===== config.mk =====
export PLATFORM = sky130hd
export DESIGN_NAME = result_deskew
export DESIGN_NICKNAME = d
export VERILOG_FILES = /design/src/rtl/result_deskew.sv
export SDC_FILE = /design/constraint.sdc
export NUM_CORES = 1
export LEC_CHECK = 0
export CORE_MARGIN = 10
export CORE_UTILIZATION = 25
export DETAILED_ROUTE_END_ITERATION = 8
export GPL_TIMING_DRIVEN = 0
export SLEW_MARGIN = 20
export SYNTH_ARGS = -nofsm -noshare
export SYNTH_HDL_FRONTEND = slang
export SYNTH_SLANG_ARGS = --single-unit

===== constraint.sdc =====
create_clock -name clk -period 2 [get_ports clk]
set_input_delay 0.2 -clock clk [delete_from_list [all_inputs] [get_ports clk]]
set_output_delay 0.2 -clock clk [all_outputs]
set_load 0.01 [all_outputs]

===== src/rtl/result_deskew.sv =====
// Realigns the systolic array's staggered lane results into one packed row, tags it with a
// row index, flags frame completion after ROWS rows and reports lane misalignment.
module result_deskew #(
   parameter int DATA_WIDTH = 16,
   parameter int N          = 4,
   parameter int ROWS       = 4
) (
   input  logic                         clk,
   input  logic                         rst_n,
   input  logic                         clr,
   input  logic [N-1:0]                 lane_valid,
   input  logic [N*DATA_WIDTH-1:0]      lane_data,
   output logic                         out_valid,
   output logic [N*DATA_WIDTH-1:0]      out_data,
   output logic [((ROWS > 1) ? $clog2(ROWS) : 1)-1:0] out_row,
   output logic                         frame_done,
   output logic                         busy,
   output logic                         skew_err
);

   localparam int RW = (ROWS > 1) ? $clog2(ROWS) : 1;

   typedef enum logic {S_IDLE, S_COLLECT} state_t;

   logic [N-1:0]            al_vld;
   logic [N*DATA_WIDTH-1:0] al_dat;

   // Lane i is delayed N-1-i cycles so every lane lines up with lane N-1.
   for (genvar i = 0; i < N; i++) begin : g_lane
      localparam int D = N - 1 - i;
      if (D == 0) begin : g_direct
         assign al_vld[i]                           = lane_valid[i];
         assign al_dat[i*DATA_WIDTH +: DATA_WIDTH] = lane_data[i*DATA_WIDTH +: DATA_WIDTH];
      end else begin : g_dly
         logic [D-1:0]          vld_q;
         logic [DATA_WIDTH-1:0] dat_q [D];

         always_ff @(posedge clk or negedge rst_n) begin
            if (!rst_n) begin
               vld_q <= '0;
               for (int k = 0; k < D; k++) dat_q[k] <= '0;
            end else begin
               vld_q[0] <= lane_valid[i] & ~clr;
               if (lane_valid[i]) dat_q[0] <= lane_data[i*DATA_WIDTH +: DATA_WIDTH];
               for (int k = 1; k < D; k++) begin
                  vld_q[k] <= vld_q[k-1] & ~clr;
                  dat_q[k] <= dat_q[k-1];
               end
            end
         end

         assign al_vld[i]                           = vld_q[D-1];
         assign al_dat[i*DATA_WIDTH +: DATA_WIDTH] = dat_q[D-1];
      end
   end

   state_t                  state_q;
   logic [RW-1:0]           row_cnt_q;
   logic                    out_valid_q;
   logic [N*DATA_WIDTH-1:0] out_data_q;
   logic [RW-1:0]           out_row_q;
   logic                    frame_done_q;
   logic                    busy_q;
   logic                    skew_err_q;

   logic row_full, row_none, last_row;
   assign row_full = &al_vld;
   assign row_none = ~|al_vld;
   assign last_row = (row_cnt_q == RW'(ROWS - 1));

   // busy stays high through the cycle that presents the final row of a frame.
   always_ff @(posedge clk or negedge rst_n) begin
      if (!rst_n) begin
         state_q      <= S_IDLE;
         row_cnt_q    <= '0;
         out_valid_q  <= 1'b0;
         out_data_q   <= '0;
         out_row_q    <= '0;
         frame_done_q <= 1'b0;
         busy_q       <= 1'b0;
         skew_err_q   <= 1'b0;
      end else if (clr) begin
         state_q      <= S_IDLE;
         row_cnt_q    <= '0;
         out_valid_q  <= 1'b0;
         frame_done_q <= 1'b0;
         busy_q       <= 1'b0;
         skew_err_q   <= 1'b0;
      end else begin
         out_valid_q  <= row_full;
         frame_done_q <= 1'b0;
         if (!row_full && !row_none) skew_err_q <= 1'b1;
         if (row_full) begin
            out_data_q <= al_dat;
            out_row_q  <= row_cnt_q;
            case (state_q)
               S_IDLE: begin
                  if (ROWS == 1) begin
                     frame_done_q <= 1'b1;
                     busy_q       <= 1'b0;
                  end else begin
                     row_cnt_q <= RW'(1);
                     state_q   <= S_COLLECT;
                     busy_q    <= 1'b1;
                  end
               end
               S_COLLECT: begin
                  busy_q <= 1'b1;
                  if (last_row) begin
                     frame_done_q <= 1'b1;
                     row_cnt_q    <= '0;
                     state_q      <= S_IDLE;
                  end else begin
                     row_cnt_q <= row_cnt_q + RW'(1);
                  end
               end
            endcase
         end else begin
            busy_q <= (state_q == S_COLLECT);
         end
      end
   end

   assign out_valid  = out_valid_q;
   assign out_data   = out_data_q;
   assign out_row    = out_row_q;
   assign frame_done = frame_done_q;
   assign busy       = busy_q;
   assign skew_err   = skew_err_q;

endmodule

==> metrics list, run 1 <==
- Kind of start point of the critical path: flop
* Overall fraction of global-route tracks in use: 8.73%
* Final hold slack: between 150 and 200 ps
* Total DRC errors in the routed layout: 0
* Setup skew after layout: about 12 ps
* Clock latency at the later pin of the worst-skew pair: 420 ps
- For the worst flop-to-flop path, the logic depth is 5.
- Num ports: between 100 and 150
- Die Width: between 150 and 200 um
- Once detailed placement completed, the half-perimeter wirelength came to 9280 um.
- Combinational family with the most area after synthesis: multiplexers
- Of all nets on the critical path, the largest fanout is 10.
- Number of antenna-violating nets in the routed design: 0
* Shortest period the worst path allows: approximately 1600 ps
- Once the floorplan was initialized, standard cells occupied 25.3% of the core.
* Number of instances in the synthesized netlist: 329
* Mean area per synthesized cell: roughly 18 um^2
* Multiplexer fraction of the synthesized cell area: 21.6%
* Crit share post-route: 80.0%
- Measured against its own limit, the worst slew margin works out to 56.9%.
* Hold Crit Depth: 2
- Count of filler cells inserted in the layout: 2297
- Sequence of cells on the critical path: nand4_4, nor2_4, buf_6, buf_6, mux2_1
* Proportion of layout cells with a drive suffix above 1: 26.8%
- When the netlist entered floorplanning its net count stood at 401.
* Placeable core area: 23400 um^2
* Count of cell instances traversed by the critical path: 5
* Clock buffers created by TritonCTS: 17
- Most Frequent Cell on Critical Path: buf_6
- Synth Area in Compound Gates: 0.253%
- The root buffer cell chosen for the clock tree is clkbuf_16.
- Total global routing overflow: 0
- Final #Nets: 559
* Largest net degree at the start of global routing: 94
- Dividing total power by cell area gives a power density of approximately 940 nW/um^2.
- Of the synthesized area, sequential elements account for 73.8%.
- Worst slack, placed: -16.8 ps
- Summed over all cells, the static leakage comes to 0.00375 uW.
* Warnings from Yosys: 0
* Peak Freq: 625 MHz
* Cell area after synthesis: a little under 6000 um^2
- Across the VDD grid, the largest voltage drop is ~0.00054 V.
- Placer's final routability congestion estimate: between 0.6 and 0.7
- For flop-to-flop paths, the worst setup slack is between 400 and 500 ps.
- Status: complete, no violations
- Number of detailed-routing iterations run before antenna repair: 5
- Setup slack on the critical path of the routed design comes to 401 ps.
* Total power consumption of the routed design: 7870 uW
- Clock tree sinks: 175
* Number of different library cells in the post-synthesis netlist: 20
- In this run, synthesis produced a sequential element count of 175.
* Die Y: about 170 um
* Diodes inserted: 0
- The slowest stage of the critical path belongs to the cell dfrtp_1.
- The detailed router placed 3250 vias in this run.
- Synth Area in Simple Gates: between 2 and 2.5%
- WL/cell: 15.7 um
* Synth Area in XOR/XNOR: 0%
- Fin. max-slew vios: 0
* WP data required: 2300 ps
* Crit end category: flop
* Worst path top cell family by delay: flip-flops
- Max-Cap Viols: 0
* Setup repair after global routing missed its margin: no
- Cell total after placement: between 700 and 800
- Vias per inst: 3.97
* IO Port Bufs: 137
- Area delta synth->final: 41.4%
- Total number of placement rows: 56
- Via count of the first global-routing pass: between 3000 and 4000
- Final hold violation count: 0
* Final number of setup-violating endpoints: 0
- Slew @ Worst Pin: ~650 ps
* Antenna violations before repair: 0
* Die Area: between 30000 and 40000 um^2
* Crit path buffers/inverters: 2
* CTS tree: yes
* Post-CTS clock slew at the launch and capture registers of the worst setup and hold paths: 70 ps
* H-tree depth: 4
- Synth Area in Adders: 0.211%
- Final cell count without fillers: a little over 800
- Delay of the slowest critical-path stage: about 400 ps
- The setup path with the least slack is of type reg2reg.
- Class of the worst hold path: in2reg
- For this run, the share of the core covered by cells in the final layout is 35.8%.
- Crit path arrival time: around 1900 ps
- Counting along the longest clock path gives a buffer depth of 2.
- The first routing iteration left 82 violations.
* Wire length of the first global-routing pass: 20800 um
- Wires add up to 12900 um.
-- layout make-up --
class	instances	area, um^2	share of cell area (%)
Buffer	14	105	1.25
Clock buffer	18	439	5.23
Clock inverter	14	205	2.45
Multi-Input combinational cell	140	1450	17.3
Sequential cell	175	4380	52.2
Tap cell	319	399	4.76
Timing Repair Buffer	139	1410	16.9
-- cells in the final DEF (no fill, tap or decap), types with 2 or more instances in the layout --
| cell type | synthesis | routed |
|---|---|---|
| bufinv_16 | 0 | 4 |
| clkbuf_16 | 0 | 17 |
| dfrtp_1 | 175 | 175 |
| mux2_2 | 85 | 85 |
| buf_2 | 6 | 6 |
| mux2_1 | 29 | 29 |
| nor2b_1 | 6 | 6 |
| clkdlybuf4s50_1 | 0 | 136 |
| nor2_1 | 6 | 6 |
| nand2_1 | 2 | 2 |
| inv_6 | 0 | 2 |
| a21oi_1 | 2 | 2 |
| buf_4 | 3 | 3 |
| clkinv_2 | 0 | 2 |
| buf_6 | 3 | 3 |
| buf_8 | 1 | 2 |
| inv_8 | 0 | 2 |
| clkinv_4 | 0 | 4 |
| nor3_1 | 3 | 3 |
-- synth_stat cells --
cell	count	share of area, %
a21oi_1	2	0.17
and4_1	1	0.15
buf_2	6	0.51
buf_4	3	0.38
buf_6	3	0.57
buf_8	1	0.25
clkbuf_1	1	0.063
dfrtp_1	175	74
ha_1	1	0.21
mux2_1	29	5.5
mux2_2	85	16
nand2_1	2	0.13
nand3_1	1	0.084
nand4_4	1	0.36
nor2_1	6	0.38
nor2_4	1	0.19
nor2b_1	6	0.63
nor3_1	3	0.25
o21ai_0	1	0.084
or4_1	1	0.13
-- power by group --
group | internal [uW] | switching [uW] | leakage [uW]
clock | 2160 | 1450 | 0.000319
combinational | 262 | 165 | 0.00122
sequential | 3760 | 85.3 | 0.00222
total | 6170 | 1700 | 0.00375
-- logic make-up after synthesis --
family | count (synthesis)
AO/OA/AOI/OAI | 3
flip-flops | 175
adder cells (fa/ha/maj) | 1
AND/OR/NAND/NOR | 22
multiplexers | 114
buffers and inverters | 14
-- state kept, by name, indices dropped and copies added (netlist names) --
| signal | cells |
|---|---|
| al_dat | 32 |
| busy | 1 |
| frame_done | 1 |
| g_lane.g_dly.dat_q | 64 |
| g_lane.g_dly.vld_q | 6 |
| out_data | 64 |
| out_row | 2 |
| out_valid | 1 |
| row_cnt_q | 2 |
| skew_err | 1 |
| state_q | 1 |
-- final timing paths --
check,from,end
max in group asynchronous,rst_n,g_lane[1].g_dly.vld_q[0]
min reg2reg,g_lane[0].g_dly.dat_q[27],al_dat[11]
max reg2reg,g_lane[1].g_dly.vld_q[1],out_data[34]
min,lane_valid[1],g_lane[1].g_dly.dat_q[31]
min in group asynchronous,rst_n,g_lane[0].g_dly.dat_q[38]
max,g_lane[1].g_dly.vld_q[1],out_data[34]
-- per-stage QoR --
stage / setup TNS [ps] / cell area, um^2
2_1_floorplan: 0 / 5930
3_3_place_gp: -1061610 / 7700
3_5_place_dp: -41.6 / 7730
4_1_cts: 0 / 8390
5_1_grt: 0 / 8390
6_report: 0 / 8390
-- per-layer routing --
| layer | up-vias | GRT usage [%] | wire length, um |
|---|---|---|---|
| met5 | - | 0 | 0 |
| met1 | 1682 | 9.77 | 5360 |
| li1 | 1459 | - | - |
| met4 | 0 | 3.85 | 171 |
| met3 | 15 | 3.29 | 833 |
| met2 | 94 | 14.6 | 6490 |
-- timing repair --
item	CTS	global route
gates resized for setup	0	0
hold endpoints to repair	82	0
hold buffers	1	0
buffers inserted	0	0
Note: power is estimated with default switching activity, not from simulation.
==> inputs of run 2 (changes only) <==
==> constraint.sdc (replaced) <==
create_clock -name clk -period 1.5 [get_ports clk]
set_input_delay 0.15 -clock clk [delete_from_list [all_inputs] [get_ports clk]]
set_output_delay 0.15 -clock clk [all_outputs]
set_load 0.01 [all_outputs]
==> run 2 against run 1 <==
Critical path depth is 4 lower. Sequential power grew 33%. First-iteration DRC count fell by 11%. Design area increased by 1.6%. Core utilization rose by 0.58 points. Global-route usage about the same. Wire length up 0.73%. Die area did not move. Worst hold slack got worse by 51 ps. Flip-flop and latch count did not move.
==> metrics list, run 2 (same netlist as run 1, synthesis figures left out) <==
* Post-route cell area: 8520 um^2
- Clock tree synthesis selected as its root buffer the cell clkbuf_16.
- Worst slack, placed: -467 ps
* Delay of the slowest critical-path stage: about 540 ps
- Among cell families on the critical path, the largest total delay comes from buffers and inverters.
- Total power consumption of the routed design: roughly 10000 uW
- After floorplanning, the core was sized to cover approximately 23000 um^2.
* Worst Setup Path Type: reg2out
- Final Worst Setup Slack: 53.5 ps
- At the worst endpoint, the required time is 1350 ps.
- Global routing consumed, over all layers together, 8.78% of the routing resources.
- Die Y: 174 um
- Entering global routing, the biggest net connects 94 pins.
- Cell area after placement: approximately 7700 um^2
- Placer's final routability congestion estimate: 0.697
- Clock latency at the later pin of the worst-skew pair: 420 ps
* Wire length of the first global-routing pass: 20900 um
* Crit end category: output pin
* Die Width: ~170 um
- Detailed placement finished with a half-perimeter wire length of 9280 um.
- Slew @ Worst Pin: 648 ps
- DRC marker count from the first detailed-route iteration: between 70 and 80
- Vias per inst: slightly below 4
- Power spread over the standard cell area amounts to between 1000 and 1500 nW/um^2.
* Antenna violations before repair: 0
* Worst slew slack as a fraction of its limit: 56.8%
- The min-delay analysis places its worst path in the category in2reg.
- After detailed routing, the number of remaining DRC violations is 0.
- The initialized floorplan defines 56 standard-cell rows.
* Number of detailed-routing iterations run before antenna repair: 6
- Final hold slack: 132 ps
* Diodes inserted: 0
* Max-Cap Viols: 0
* Final number of setup-violating endpoints: 0
* Proportion of layout cells with a drive suffix above 1: 27.7%
- 141 I/O pins were placed.
* Setup repair after global routing missed its margin: yes
- For the worst setup path, the data arrival time is between 1000 and 1500 ps.
- Die Area: 30300 um^2
- The library cell used most frequently in the layout, excluding fill and tap cells, is dfrtp_1.
- For this run, the top clock speed supported by timing is between 600 and 700 MHz.
- The worst path uses 96.4% of the clock period.
* Via count of the first global-routing pass: between 3000 and 4000
* CTS tree: yes
* Total negative setup slack: 0 ps
- The critical path goes through clkdlybuf4s50_1.
- Counting every sink on the clock net gives 175.
* Kind of start point of the critical path: flop
* WL/cell: 15.7 um
- Total global routing overflow: 0
* Leakage component of the power: 0.00451 uW
* Routed via count: between 3000 and 4000
- Crit-path max FO: 2
* Final #Nets: 565
- In the layout the commonest cells are dfrtp_1, mux2_2, clkdlybuf4s50_1.
- Fin. max-slew vios: 0
- Compared with the post-synthesis result, the final layout area differs by 43.7%.
- Final hold violation count: 0
* H-tree depth: 4
- Max IR drop VDD: 0.000718 V
- IO Port Bufs: around 140
- After clock tree synthesis, the clock-pin slew on the worst setup and hold paths is 70 ps.
- Setup skew after layout: between 5 and 6 ps
- Maximum buffer depth of the clock tree: 2
- Crit path buffers/inverters: 1
- The worst path in the final design needs a cycle of 1450 ps, including I/O delays and setup.
- Clock buffers created by TritonCTS: 17
- The slowest stage of the critical path is the clkdlybuf4s50_1 cell.
* WL final: about 13000 um
- The detail route stage leaves a number of antenna-violating nets equal to 0.
- The flow ran to the end, and the final reports show no timing, DRC or antenna violations.
- Starting utilization of the core area: 25.3%
[run 2: cell count changes in the layout (fill, tap and decap cells not counted), sizes merged]
cell / before / now
clkdlybuf4s50: 136 / 72
dlygate4sd2: 0 / 34
dlymetal6s2s: 0 / 30
buf: 15 / 21
[run 2: report_power, final]
part	switching [uW]	leakage (uW)	internal (uW)
clock network	1930	0.000319	2870
registers	113	0.00222	5010
logic	221	0.00198	337
total	2270	0.00451	8220
[run 2: repair_timing]
item / 4_1_cts / 5_1_grt
pin swaps: 2 / 1
resized for setup: 46 / 32
buffers inserted: 3 / 3
setup endpoints to repair: 74 / 82
endpoints found under the hold margin: 82 / 0
hold buffers: 1 / 0
[run 2: layout make-up]
cell class | instances | area (um^2)
Fill cell | 2293 | 14900
Timing Repair Buffer | 145 | 1500
Sequential cell | 175 | 4380
Multi-Input combinational cell | 140 | 1450
Tap cell | 319 | 399
Clock buffer | 18 | 439
Clock inverter | 14 | 205
Buffer | 14 | 159
[run 2: metrics by stage]
step	utilization, %	instances
finish	36.4	825
global route	36.4	825
CTS	36.0	822
detailed placement	33.1	786
global placement	32.9	785
floorplan	-	329
[run 2: routing by layer]
| metal | GRT usage (%) | wire [um] |
|---|---|---|
| met4 | 3.85 | 176 |
| met2 | 14.7 | 6550 |
| met5 | 0 | 0 |
| met3 | 3.21 | 706 |
| met1 | 9.85 | 5520 |
[run 2: worst paths after layout]
| check | from | endpoint | slack (ps) | depth (start not counted) |
|---|---|---|---|---|
| worst max-delay path | out_data[48] | out_data[48] | 50 | 1 |
| worst min-delay path | lane_valid[0] | g_lane[0].g_dly.dat_q[35] | 130 | 2 |
| worst max register to register | g_lane[0].g_dly.vld_q[2] | out_data[19] | 80 | 5 |
| worst min register to register | g_lane[0].g_dly.dat_q[20] | al_dat[4] | 350 | 0 |
| max in group asynchronous | rst_n | out_data[34] | 330 | 3 |
| min in group asynchronous | rst_n | g_lane[0].g_dly.dat_q[38] | 280 | 2 |
==> inputs of run 3 (changes only) <==
--- a/config.mk
+++ b/config.mk
@@ -5,6 +5,7 @@
 export SDC_FILE = /design/constraint.sdc
 export NUM_CORES = 1
 export LEC_CHECK = 0
+export CAP_MARGIN = 20
 export CORE_MARGIN = 10
 export CORE_UTILIZATION = 25
 export DETAILED_ROUTE_END_ITERATION = 8
@@ -13,3 +14,4 @@
 export SYNTH_ARGS = -nofsm -noshare
 export SYNTH_HDL_FRONTEND = slang
 export SYNTH_SLANG_ARGS = --single-unit
+export TNS_END_PERCENT = 50
==> results of run 3 <==
Final layout, timing and power as in run 2 (identical DEF).
